===== src/rtl/fpu_norm_round.sv =====
// Post-add normalizer/rounder: renormalizes the WIDTH+1-bit adder magnitude one bit
// per cycle, rounds nearest-even on a carry-out and holds the result on a valid/ready port.
module fpu_norm_round #(
  parameter int unsigned WIDTH = 64,
  parameter int unsigned EXP_W = 11
) (
  input  logic             clk,
  input  logic             rst_n,
  input  logic             in_valid,
  output logic             in_ready,
  input  logic [WIDTH:0]   sum,
  input  logic             sum_sign,
  input  logic [EXP_W-1:0] exp_in,
  output logic             out_valid,
  input  logic             out_ready,
  output logic [WIDTH-1:0] mant_out,
  output logic [EXP_W-1:0] exp_out,
  output logic             sign_out,
  output logic             flag_zero,
  output logic             flag_uflow,
  output logic             flag_oflow
);

  localparam logic [EXP_W-1:0] EXP_ONES = {EXP_W{1'b1}};
  localparam logic [EXP_W-1:0] EXP_ONE  = EXP_W'(1);
  localparam logic [WIDTH:0]   M_ONE    = (WIDTH + 1)'(1);

  typedef enum logic [1:0] {IDLE, NORM, ROUND, DONE} state_t;

  state_t           state;
  logic [WIDTH:0]   m;
  logic [EXP_W-1:0] e;
  logic             s;
  logic             rbit;

  logic [EXP_W-1:0] e_inc;
  logic [WIDTH:0]   m_inc;

  assign e_inc = e + EXP_ONE;
  assign m_inc = m + M_ONE;

  // Handshake flags and result fields are straight decodes of registered state.
  assign in_ready  = (state == IDLE);
  assign out_valid = (state == DONE);
  assign mant_out  = m[WIDTH-1:0];
  assign exp_out   = e;
  assign sign_out  = s;

  always_ff @(posedge clk or negedge rst_n) begin
    if (!rst_n) begin
      state      <= IDLE;
      m          <= '0;
      e          <= '0;
      s          <= 1'b0;
      rbit       <= 1'b0;
      flag_zero  <= 1'b0;
      flag_uflow <= 1'b0;
      flag_oflow <= 1'b0;
    end else begin
      case (state)
        IDLE: begin
          if (in_valid) begin
            m          <= sum;
            e          <= exp_in;
            s          <= sum_sign;
            rbit       <= 1'b0;
            flag_zero  <= 1'b0;
            flag_uflow <= 1'b0;
            flag_oflow <= 1'b0;
            state      <= NORM;
          end
        end

        // Priority chain: special exponent, zero, carry-out, normalized, exponent floor, shift.
        NORM: begin
          if (e == EXP_ONES) begin
            state <= DONE;
          end else if (m == '0) begin
            e         <= '0;
            s         <= 1'b0;
            flag_zero <= 1'b1;
            state     <= DONE;
          end else if (m[WIDTH]) begin
            rbit <= m[0];
            e    <= e_inc;
            if (e_inc == EXP_ONES) begin
              flag_oflow <= 1'b1;
              m          <= '0;
              state      <= DONE;
            end else begin
              m     <= m >> 1;
              state <= ROUND;
            end
          end else if (m[WIDTH-1]) begin
            if (e == '0) begin
              e <= EXP_ONE;
            end
            state <= DONE;
          end else if (e <= EXP_ONE) begin
            e          <= '0;
            flag_uflow <= 1'b1;
            state      <= DONE;
          end else begin
            m <= m << 1;
            e <= e - EXP_ONE;
          end
        end

        // Round-up may carry into m[WIDTH]; renormalize once and recheck overflow.
        ROUND: begin
          if (rbit && m[0]) begin
            if (m_inc[WIDTH]) begin
              e <= e_inc;
              if (e_inc == EXP_ONES) begin
                flag_oflow <= 1'b1;
                m          <= '0;
              end else begin
                m <= m_inc >> 1;
              end
            end else begin
              m <= m_inc;
            end
          end
          state <= DONE;
        end

        DONE: begin
          if (out_ready) begin
            state <= IDLE;
          end
        end

        default: state <= IDLE;
      endcase
    end
  end

endmodule


===== config.mk =====
export PLATFORM = sky130hd
export DESIGN_NAME = fpu_norm_round
export DESIGN_NICKNAME = d
export VERILOG_FILES = /design/src/rtl/fpu_norm_round.sv
export SDC_FILE = /design/constraint.sdc
export NUM_CORES = 1
export LEC_CHECK = 0
export ABC_CLOCK_PERIOD_IN_PS = 5600
export BUFFER_PORTS_ARGS = -buffer_cell sky130_fd_sc_hd__buf_2
export CAP_MARGIN = 10
export CORE_MARGIN = 5
export CORE_UTILIZATION = 45
export CTS_BUF_LIST = sky130_fd_sc_hd__clkbuf_2
export CTS_CLUSTER_DIAMETER = 200
export DETAILED_ROUTE_END_ITERATION = 12
export GPL_TIMING_DRIVEN = 0
export PLACE_DENSITY = 0.71
export SYNTH_ARGS = -nofsm -noshare
export SYNTH_HDL_FRONTEND = slang
export SYNTH_SLANG_ARGS = --single-unit

===== constraint.sdc =====
create_clock -name clk -period 5.6 [get_ports clk]
set_input_delay 1.12 -clock clk [delete_from_list [all_inputs] [get_ports clk]]
set_output_delay 1.12 -clock clk [all_outputs]
set_load 0.01 [all_outputs]

Word-level counts from Yosys, hierarchy flattened
Index checks and enable logic that the tools add are counted.
{ "classes": {"addsub": 3, "order_cmp": 1, "n_eq_ne": 20, "n_mux": 55, "n_reduce_logical": 14} }
{ "op_table": {"columns": ["operator", "n"], "rows": [
  ["2-to-1 mux 65 bit", 6],
  ["2-to-1 mux 64 bit", 4],
  ["one-hot mux 65 bit (3 select lines)", 1],
  ["2-to-1 mux 11 bit", 9],
  ["adder 65 x 1 -> 65 bit (second input constant)", 1],
  ["zero test 65 bit", 1],
  ["one-hot mux 11 bit (3 select lines)", 1],
  ["== test 11 bit (second input constant)", 2],
  ["2-to-1 mux 1 bit", 21],
  ["AND reduction 7 bit", 3],
  ["!= test 2 bit (second input constant)", 10],
  ["2-to-1 mux 2 bit", 7],
  ["adder 11 x 1 -> 11 bit (second input constant)", 1],
  ["less-or-equal comparator 11 x 1 -> 1 bit (second input constant)", 1],
  ["zero test 11 bit", 1],
  ["subtractor 11 x 1 -> 11 bit (second input constant)", 1],
  ["AND reduction 5 bit", 2],
  ["one-hot mux 1 bit (2 select lines)", 4],
  ["one-hot mux 2 bit (4 select lines)", 1],
  ["!= test 3 bit (second input constant)", 2],
  ["!= test 6 bit (second input constant)", 1],
  ["AND reduction 6 bit", 1],
  ["!= test 5 bit (second input constant)", 1],
  ["== test 2 bit (second input constant)", 2],
  ["9 further kinds", 9]
]} }
{ "totals": {"register_bits": 83, "inputBits": 81, "out_inout_bits": 81, "wordCells": 102} }

Depth between registers and ports, before layout
Gate-level depths: netlist of run 1.
{ "depth": {"word_depth": 7, "mapped_depth": 13, "ltp_nobuf": 9} }

Worst setup path before layout of run 1
No wires, ideal clock.
{ "synth_timing": {"path_kind": "input to register", "startpoint": "input port in_valid", "endpoint": "register m[28]", "t_arrival_ps": 2810, "t_required_ps": 5513, "setup_slack_ps": 2703, "cell_stages": 8, "n_path_buf": 3, "path_cell_list": "nor2b_1 > a2111oi_2 > o211a_1 > buf_2 > buf_2 > clkbuf_1 > o2111ai_1 > o211ai_1"} }
{ "synth_between": {"elab_chain_len": 2} }
{ "synth_lines": {"columns": ["element", "line", "text"], "rows": [
  ["from (decl)", "9", "input logic in_valid,"],
  ["!= test 2 bit (no source line)", null, null],
  ["AND reduction 7 bit (no source line)", null, null],
  ["to (signal assigned)", "63", "m <= sum;"],
  ["to (signal assigned)", "91", "m <= m >> 1;"],
  ["to (signal assigned)", "104", "m <= m << 1;"],
  ["to (decl)", "31", "logic [WIDTH:0] m;"]
]} }
No other way between the ends.
A chain may end at the register's enable or synchronous reset.

Final worst setup path of run 1
{ "layout_timing": {"startpoint": "register m[0]", "endpoint": "register m[1]"} }
{ "layout_between": {"elab_chain_len": 6, "elab_cells_between_ends": 15} }
{ "layout_lines": {"columns": ["element"], "rows": [
  ["parallel branches: the longest is 6 deep, another holds adder 65 x 1 -> 65 bit"]
]} }
Parallel ways; which one is timed is not known. The select of a mux whose other input is x is not followed.

==> metrics.cfg, run 1 <==
[yosys]
synth-simple-area-share = 0.208
synth_nets = 1142
synth-xor-area-share = 0.0669
synthArstFlopShare = 1.00
synth_fa_ha_area_frac = 0.0152
synthMuxAreaShare = 0.0299
synthFlopType = dfrtp_1
yosysWarnings = 0
synth-compound-area-share = 0.297
ys_seq_area_frac = 0.252
syn_area_per_cell_um2 = 7.85
ys_types = 75
ys_seq_elements = 83
syn_area_um2 = 8250
yosys.area.top_type = dfrtp_1
synthCells = 1051
ys_top_cells_by_area = dfrtp_1, buf_4, a221oi_1
synth-edff-count = 0
synth_top_area_frac = 0.252
synth_top_family_by_area = compound AO/OA/AOI/OAI gates

[floorplanning]
fp.dieW_um = 145
core-area_um2 = 18000
initial_core_util = 0.458
core.rowCount = 49
io_pins = 162
die-area_um2 = 21100
die_y_um = 145

[final_layout]
fin_nets = 1315
area_growth_syn_to_layout_pct = 14.7
final_common_cell = buf_2
utilization = 0.525
drive_gt1_frac = 0.246
final_area_um2 = 9460
layout_common_cells = buf_2, a21oi_1, dfrtp_1

[global_routing]
grt_max_degree = 63
globalRouteTotalUtil = 0.275
antenna_found_initial = 1
overflow = 0
grt_pass1_vias = 8812
grt_pass1_wl_um = 48100

[clock_tree]
post_cts_buffers = 0
holdBufCountCts = 0
tritoncts = done
cts_buffer_depth = 2
clk_latency_ps = 590
post_cts_resized = 0
htreeDepth = 3
clkTransAtPathRegs_ps = 250
clock-root-buffer = clkbuf_2
cts.sinks = 83
cts_inserted_buffers = 9

[sta]
final_max_slew_viol_count = 0
worst_pin_slew_ps = 1260
fin_crit_sh = 0.832
fin_setup_tns_ps = 0
hold_ws_ps = 371
fin_worst_skew_ps = 34.4
slew_headroom = 0.153
fmax_ghz = 0.215
rsz0062_at_grt = no
finalSetupViolations = 0
finalCriticalPeriod_ps = 4660
hold_violations = 0

[worst_setup_path]
required_ps = 6150
path_max_fanout = 10
start_kind = flop
r2r_cells = 11
crit_type = reg -> reg
arrival_ps = 5210
endpoint_kind = flop

[route]
drc = 0
avgRoutedWirePerCell_um = 20.9
dr.pass1.iters = 6
ant_nets = 0
vias_per_cell = 6.43
drt_wl_total_um = 30500
vias = 9375
first_iter_violations = 1146

[place]
gp_congestion = 0.988
place_area_um2 = 9370
hpwl_um = 22600
portBuffers = 161

[flow_run]
cap_viol_max_count = 0

[power_and_ir_drop]
power.density_nw_per_um2 = 716
p_leak_nw = 3.97
peakVddDrop_mv = 0.413

[worst_hold_path]
min_path_type = in -> async

[outcome]
outcome = completed

==> metal layers <==
layer  up-vias  wire length (um)  part of all wire  GRT usage
li1       4257                 -                 -          -
met1      4465             12500              0.41      0.375
met2       565             13800              0.45      0.431
met3        88              3240              0.11     0.0604
met4         0              1010             0.033     0.0970
met5         -                 0                 0          0
==> critical path: stages (launching register included) <==
cell,delay [ps]
dfrtp_1,470
clkbuf_1,260
inv_1,150
ha_1,150
nor4b_1,410
nand4_1,230
nor4_1,1090
a21boi_1,410
nand2_1,440
clkbuf_1,640
a21oi_1,190
a21oi_1,160
==> sequential cells by signal, summed over array words and instances (netlist names) <==
register / cells
m: 65
exp_out: 11
state: 2
flag_oflow: 1
flag_uflow: 1
flag_zero: 1
rbit: 1
sign_out: 1
==> where the power goes <==
group	total (mW)	internal (mW)	switching (mW)
combinational	5.20	2.04	3.16
clock	0.294	0.0594	0.234
sequential	1.28	0.933	0.349
total	6.78	3.03	3.74
==> kinds of logic (layout without fill, tap and decap cells) <==
logic type      after synthesis  in the layout
compound gates              347            347
flops                        83             83
xor+xnor                     63             63
simple gates                317            317
mux                          24             24
buf+inv                     207            385
fa+ha+maj                    10             10
other cells                   0              1
==> through the flow <==
stage / cells / power [mW] / setup WS (ps)
CTS: 1458 / 6.69 / 1270
detailed placement: 1442 / 6.37 / 1320
global placement: 1441 / 6.32 / 1300
global route: 1459 / 7.32 / 756
floorplan: 1051 / 4.87 / 2700
finish: 1459 / 6.78 / 942
==> Yosys cell counts, types with 3 or more instances <==
library cell and n:
a211oi_1 6, a21o_1 3, a21oi_1 86, a221o_1 18, a221oi_1 53, a22oi_1 39
a2bb2oi_1 6, a31oi_1 13, a41oi_1 3, and2_1 5, and3_1 12, and4_1 12
and4b_1 3, buf_1 8, buf_2 37, buf_4 65, clkbuf_1 67, dfrtp_1 83
ha_1 10, inv_1 27, mux2_2 4, mux2i_1 19, nand2_1 76, nand3_1 40
nand3b_1 3, nand4_1 26, nor2_1 49, nor2b_1 9, nor3_1 26, nor3b_1 3
nor4_1 26, o211ai_1 6, o21a_1 29, o21ai_0 24, o21ai_1 8, o221ai_1 6
o22ai_1 23, or3_1 6, or4_1 5, xnor2_1 46, xor2_1 17
==> final cells by class <==
| type | count | area, um^2 |
|---|---|---|
| fillers | 1845 | 8560 |
| multi-input cells | 761 | 5090 |
| flip-flops and latches | 83 | 2080 |
| plain buffers | 180 | 982 |
| repair buffers | 162 | 836 |
| well taps | 229 | 287 |
| inverters | 27 | 101 |
| clock buffers | 11 | 55.1 |
| clock inverters | 5 | 30.0 |
| diodes | 1 | 2.50 |
==> path summary, 6_finish.rpt <==
kind | from | endpoint | slack (ps)
worst min-delay path | rst_n | m[53]$_DFFE_PN0P_ | 370
min in group clk | sign_out$_DFFE_PN0P_ | sign_out$_DFFE_PN0P_ | 530
worst max-delay path | m[0]$_DFFE_PN0P_ | m[1]$_DFFE_PN0P_ | 940
worst min register to register | sign_out$_DFFE_PN0P_ | sign_out$_DFFE_PN0P_ | 530
max in group asynchronous | rst_n | m[26]$_DFFE_PN0P_ | 4540
worst max register to register | m[0]$_DFFE_PN0P_ | m[1]$_DFFE_PN0P_ | 940
Power figures use the tool's default switching activity.
==> run 2, diff against run 1 <==
--- a/config.mk
+++ b/config.mk
@@ -5,7 +5,7 @@
 export SDC_FILE = /design/constraint.sdc
 export NUM_CORES = 1
 export LEC_CHECK = 0
-export ABC_CLOCK_PERIOD_IN_PS = 5600
+export ABC_CLOCK_PERIOD_IN_PS = 4100
 export BUFFER_PORTS_ARGS = -buffer_cell sky130_fd_sc_hd__buf_2
 export CAP_MARGIN = 10
 export CORE_MARGIN = 5
@@ -14,7 +14,7 @@
 export CTS_CLUSTER_DIAMETER = 200
 export DETAILED_ROUTE_END_ITERATION = 12
 export GPL_TIMING_DRIVEN = 0
-export PLACE_DENSITY = 0.71
+export PLACE_DENSITY = 0.74
 export SYNTH_ARGS = -nofsm -noshare
 export SYNTH_HDL_FRONTEND = slang
 export SYNTH_SLANG_ARGS = --single-unit
==> constraint.sdc (replaced) <==
create_clock -name clk -period 4.1 [get_ports clk]
set_input_delay 0.82 -clock clk [delete_from_list [all_inputs] [get_ports clk]]
set_output_delay 0.82 -clock clk [all_outputs]
set_load 0.01 [all_outputs]
==> metrics.cfg, run 2 (synthesis results as in run 1) <==
[place]
hpwl_um = 22400  ; -0.75%
place_area_um2 = 9370  ; unchanged
dp.cells = 1442  ; unchanged
place_ws_ps = -210  ; -1530 ps
gp_congestion = 0.971  ; -1.7%
portBuffers = 161  ; unchanged

[final_layout]
final-seq-area_um2 = 2080  ; unchanged
fin_nets = 1316  ; +0.076%
final_area_um2 = 9550  ; +0.91%
largest_register_ffs = 65  ; unchanged
layout_common_cells = buf_2, a21oi_1, dfrtp_1
drive_gt1_frac = 0.251  ; +0.00549
utilization = 0.530  ; +0.00479
final_common_cell = buf_2
fin_cells = 1460  ; +0.069%
largest-register = m
fillers = 1749  ; -5.2%
multi_input_area_um2 = 5110  ; +0.47%
area_growth_syn_to_layout_pct = 15.7

[floorplanning]
core-area_um2 = 18000  ; unchanged
die-area_um2 = 21100  ; unchanged
fp.dieW_um = 145  ; unchanged
core.rowCount = 49  ; unchanged
io_pins = 162  ; unchanged
die_y_um = 145  ; unchanged
initial_core_util = 0.458  ; unchanged

[clock_tree]
clk_latency_ps = 620  ; +30 ps
clkTransAtPathRegs_ps = 280  ; +30 ps
cts.sinks = 83  ; unchanged
tritoncts = done
cts_buffer_depth = 2  ; unchanged
clock-root-buffer = clkbuf_2
cts_inserted_buffers = 9  ; unchanged
htreeDepth = 3  ; unchanged
holdBufCountCts = 0  ; unchanged

[worst_setup_path]
rr_startpoint = m[0]$_DFFE_PN0P_
endpoint_kind = flop
required_ps = 4580  ; -1570 ps
startpoint = m[0]$_DFFE_PN0P_
reg2reg_setup_slack_ps = 170  ; -770 ps
path_max_fanout = 10  ; unchanged
cp_cell_sequence = clkbuf_1 -> inv_1 -> ha_1 -> nor4b_1 -> nand4_1 -> or4_1 -> clkbuf_1 -> o211a_1 -> buf_2 -> buf_2 -> clkbuf_2 -> o22ai_1 -> a21oi_1
r2r_cells = 13  ; +2
path_buf_inv = 6  ; +3
crit_type = reg -> reg
r2r-end = m[24]$_DFFE_PN0P_
critical_path.max_stage_delay_ps = 600  ; -490 ps
critPathSlowestCell = or4_1
cp.depth = 13  ; +2
start_kind = flop
crit_end = m[24]$_DFFE_PN0P_
arrival_ps = 4410  ; -800 ps
cp_top_family = buffers and inverters

[sta]
finalCriticalPeriod_ps = 3930  ; -726 ps
fin_crit_sh = 0.959  ; +0.127
hold_violations = 0  ; unchanged
fin_ws_ps = 168  ; -774 ps
hold_ws_ps = 105  ; -266 ps
final_max_slew_viol_count = 0  ; unchanged
fin_setup_tns_ps = 0  ; unchanged
fmax_ghz = 0.254  ; +18%
finalSetupViolations = 0  ; unchanged
worst_pin_slew_ps = 1150  ; -105 ps
rsz0062_at_grt = no
fin_worst_skew_ps = 48.7  ; +14.3 ps
slew_headroom = 0.224  ; +0.0710

[route]
vias_per_cell = 6.42  ; -0.12%
first_iter_violations = 1250  ; +9.1%
dr.pass1.iters = 6  ; unchanged
avgRoutedWirePerCell_um = 20.7  ; -1.0%
drt_wl_total_um = 30300  ; -0.95%
vias = 9370  ; -0.053%
drc = 0  ; unchanged
ant_nets = 0  ; unchanged

[power_and_ir_drop]
combPwrFrac = 0.759  ; -0.009
swShare = 0.544  ; -0.00787
p_sw_mw = 5.12  ; +37%
power_frac_clock = 0.056  ; +0.013
seqPwrFrac = 0.185  ; -0.004
peakVddDrop_mv = 0.563  ; +36%
p_leak_nw = 4.04  ; +1.8%
power_mw = 9.41  ; +39%
power.internal_mw = 4.29  ; +41%
power.density_nw_per_um2 = 986  ; +38%

[global_routing]
overflow = 0  ; unchanged
grt_pass1_vias = 8815  ; +0.034%
globalRouteTotalUtil = 0.273  ; -0.00155
grt_pass1_wl_um = 47700  ; -0.80%
antenna_found_initial = 1  ; unchanged
grt_max_degree = 60  ; -4.8%

[flow_run]
cap_viol_max_count = 0  ; unchanged

[outcome]
outcome = completed

[worst_hold_path]
min_path_type = in -> async

-- run 2: cell types whose count changed in the layout (fill, tap and decap cells not counted), moves of 2 or more --
cell        before  now
clkbuf_1        67   63
clkinv_1         0    2
clkbuf_2        12   19
bufinv_16        0    2
buf_1            8    5
clkinvlp_4       2    0
clkinv_2         3    0
-- run 2: how the worst min path moves through the flow --
stage	startpoint	to	slack, ps	cells after the start
6_report	rst_n	exp_out[8]$_DFFE_PN0P_	110	1
5_1_grt	rst_n	m[58]$_DFFE_PN0P_	90	1
3_3_place_gp	sign_out$_DFFE_PN0P_	sign_out$_DFFE_PN0P_	490	1
3_5_place_dp	sign_out$_DFFE_PN0P_	sign_out$_DFFE_PN0P_	480	1
2_1_floorplan	rbit$_DFFE_PN0P_	rbit$_DFFE_PN0P_	500	1
4_1_cts	rst_n	exp_out[8]$_DFFE_PN0P_	90	1
-- run 2: power groups by stage --
stage                     combinational [mW]  clock (mW)  sequential, mW
after CTS                               6.99       0.530            1.72
after floorplan                         5.04           0            1.61
after global routing                    7.79       0.565            1.79
after global placement                  6.87           0            1.74
after detailed placement                6.94           0            1.75
final                                   7.15       0.528            1.74
-- run 2: area by class of cell --
class / count / share of cell area
Antenna cell: 1 / 0.000262
Buffer: 180 / 0.104
Clock buffer: 11 / 0.00577
Clock inverter: 5 / 0.00799
Inverter: 27 / 0.0106
Multi-Input combinational cell: 761 / 0.536
Sequential cell: 83 / 0.218
Tap cell: 229 / 0.0300
Timing Repair Buffer: 163 / 0.0883
-- run 2: layer usage --
layer / track usage / routed length [um] / vias to the layer above
met3: 0.0598 / 3380 / 98
met1: 0.376 / 12200 / 4401
met2: 0.426 / 13600 / 608
met4: 0.0942 / 1030 / 0
met5: 0 / 0 / -
li1: - / - / 4263
-- run 2: timing repair --
item	in CTS	in global routing
pin swaps	0	1
setup buffers	0	1
gates resized for setup	1	13
endpoints found under the setup margin	20	46
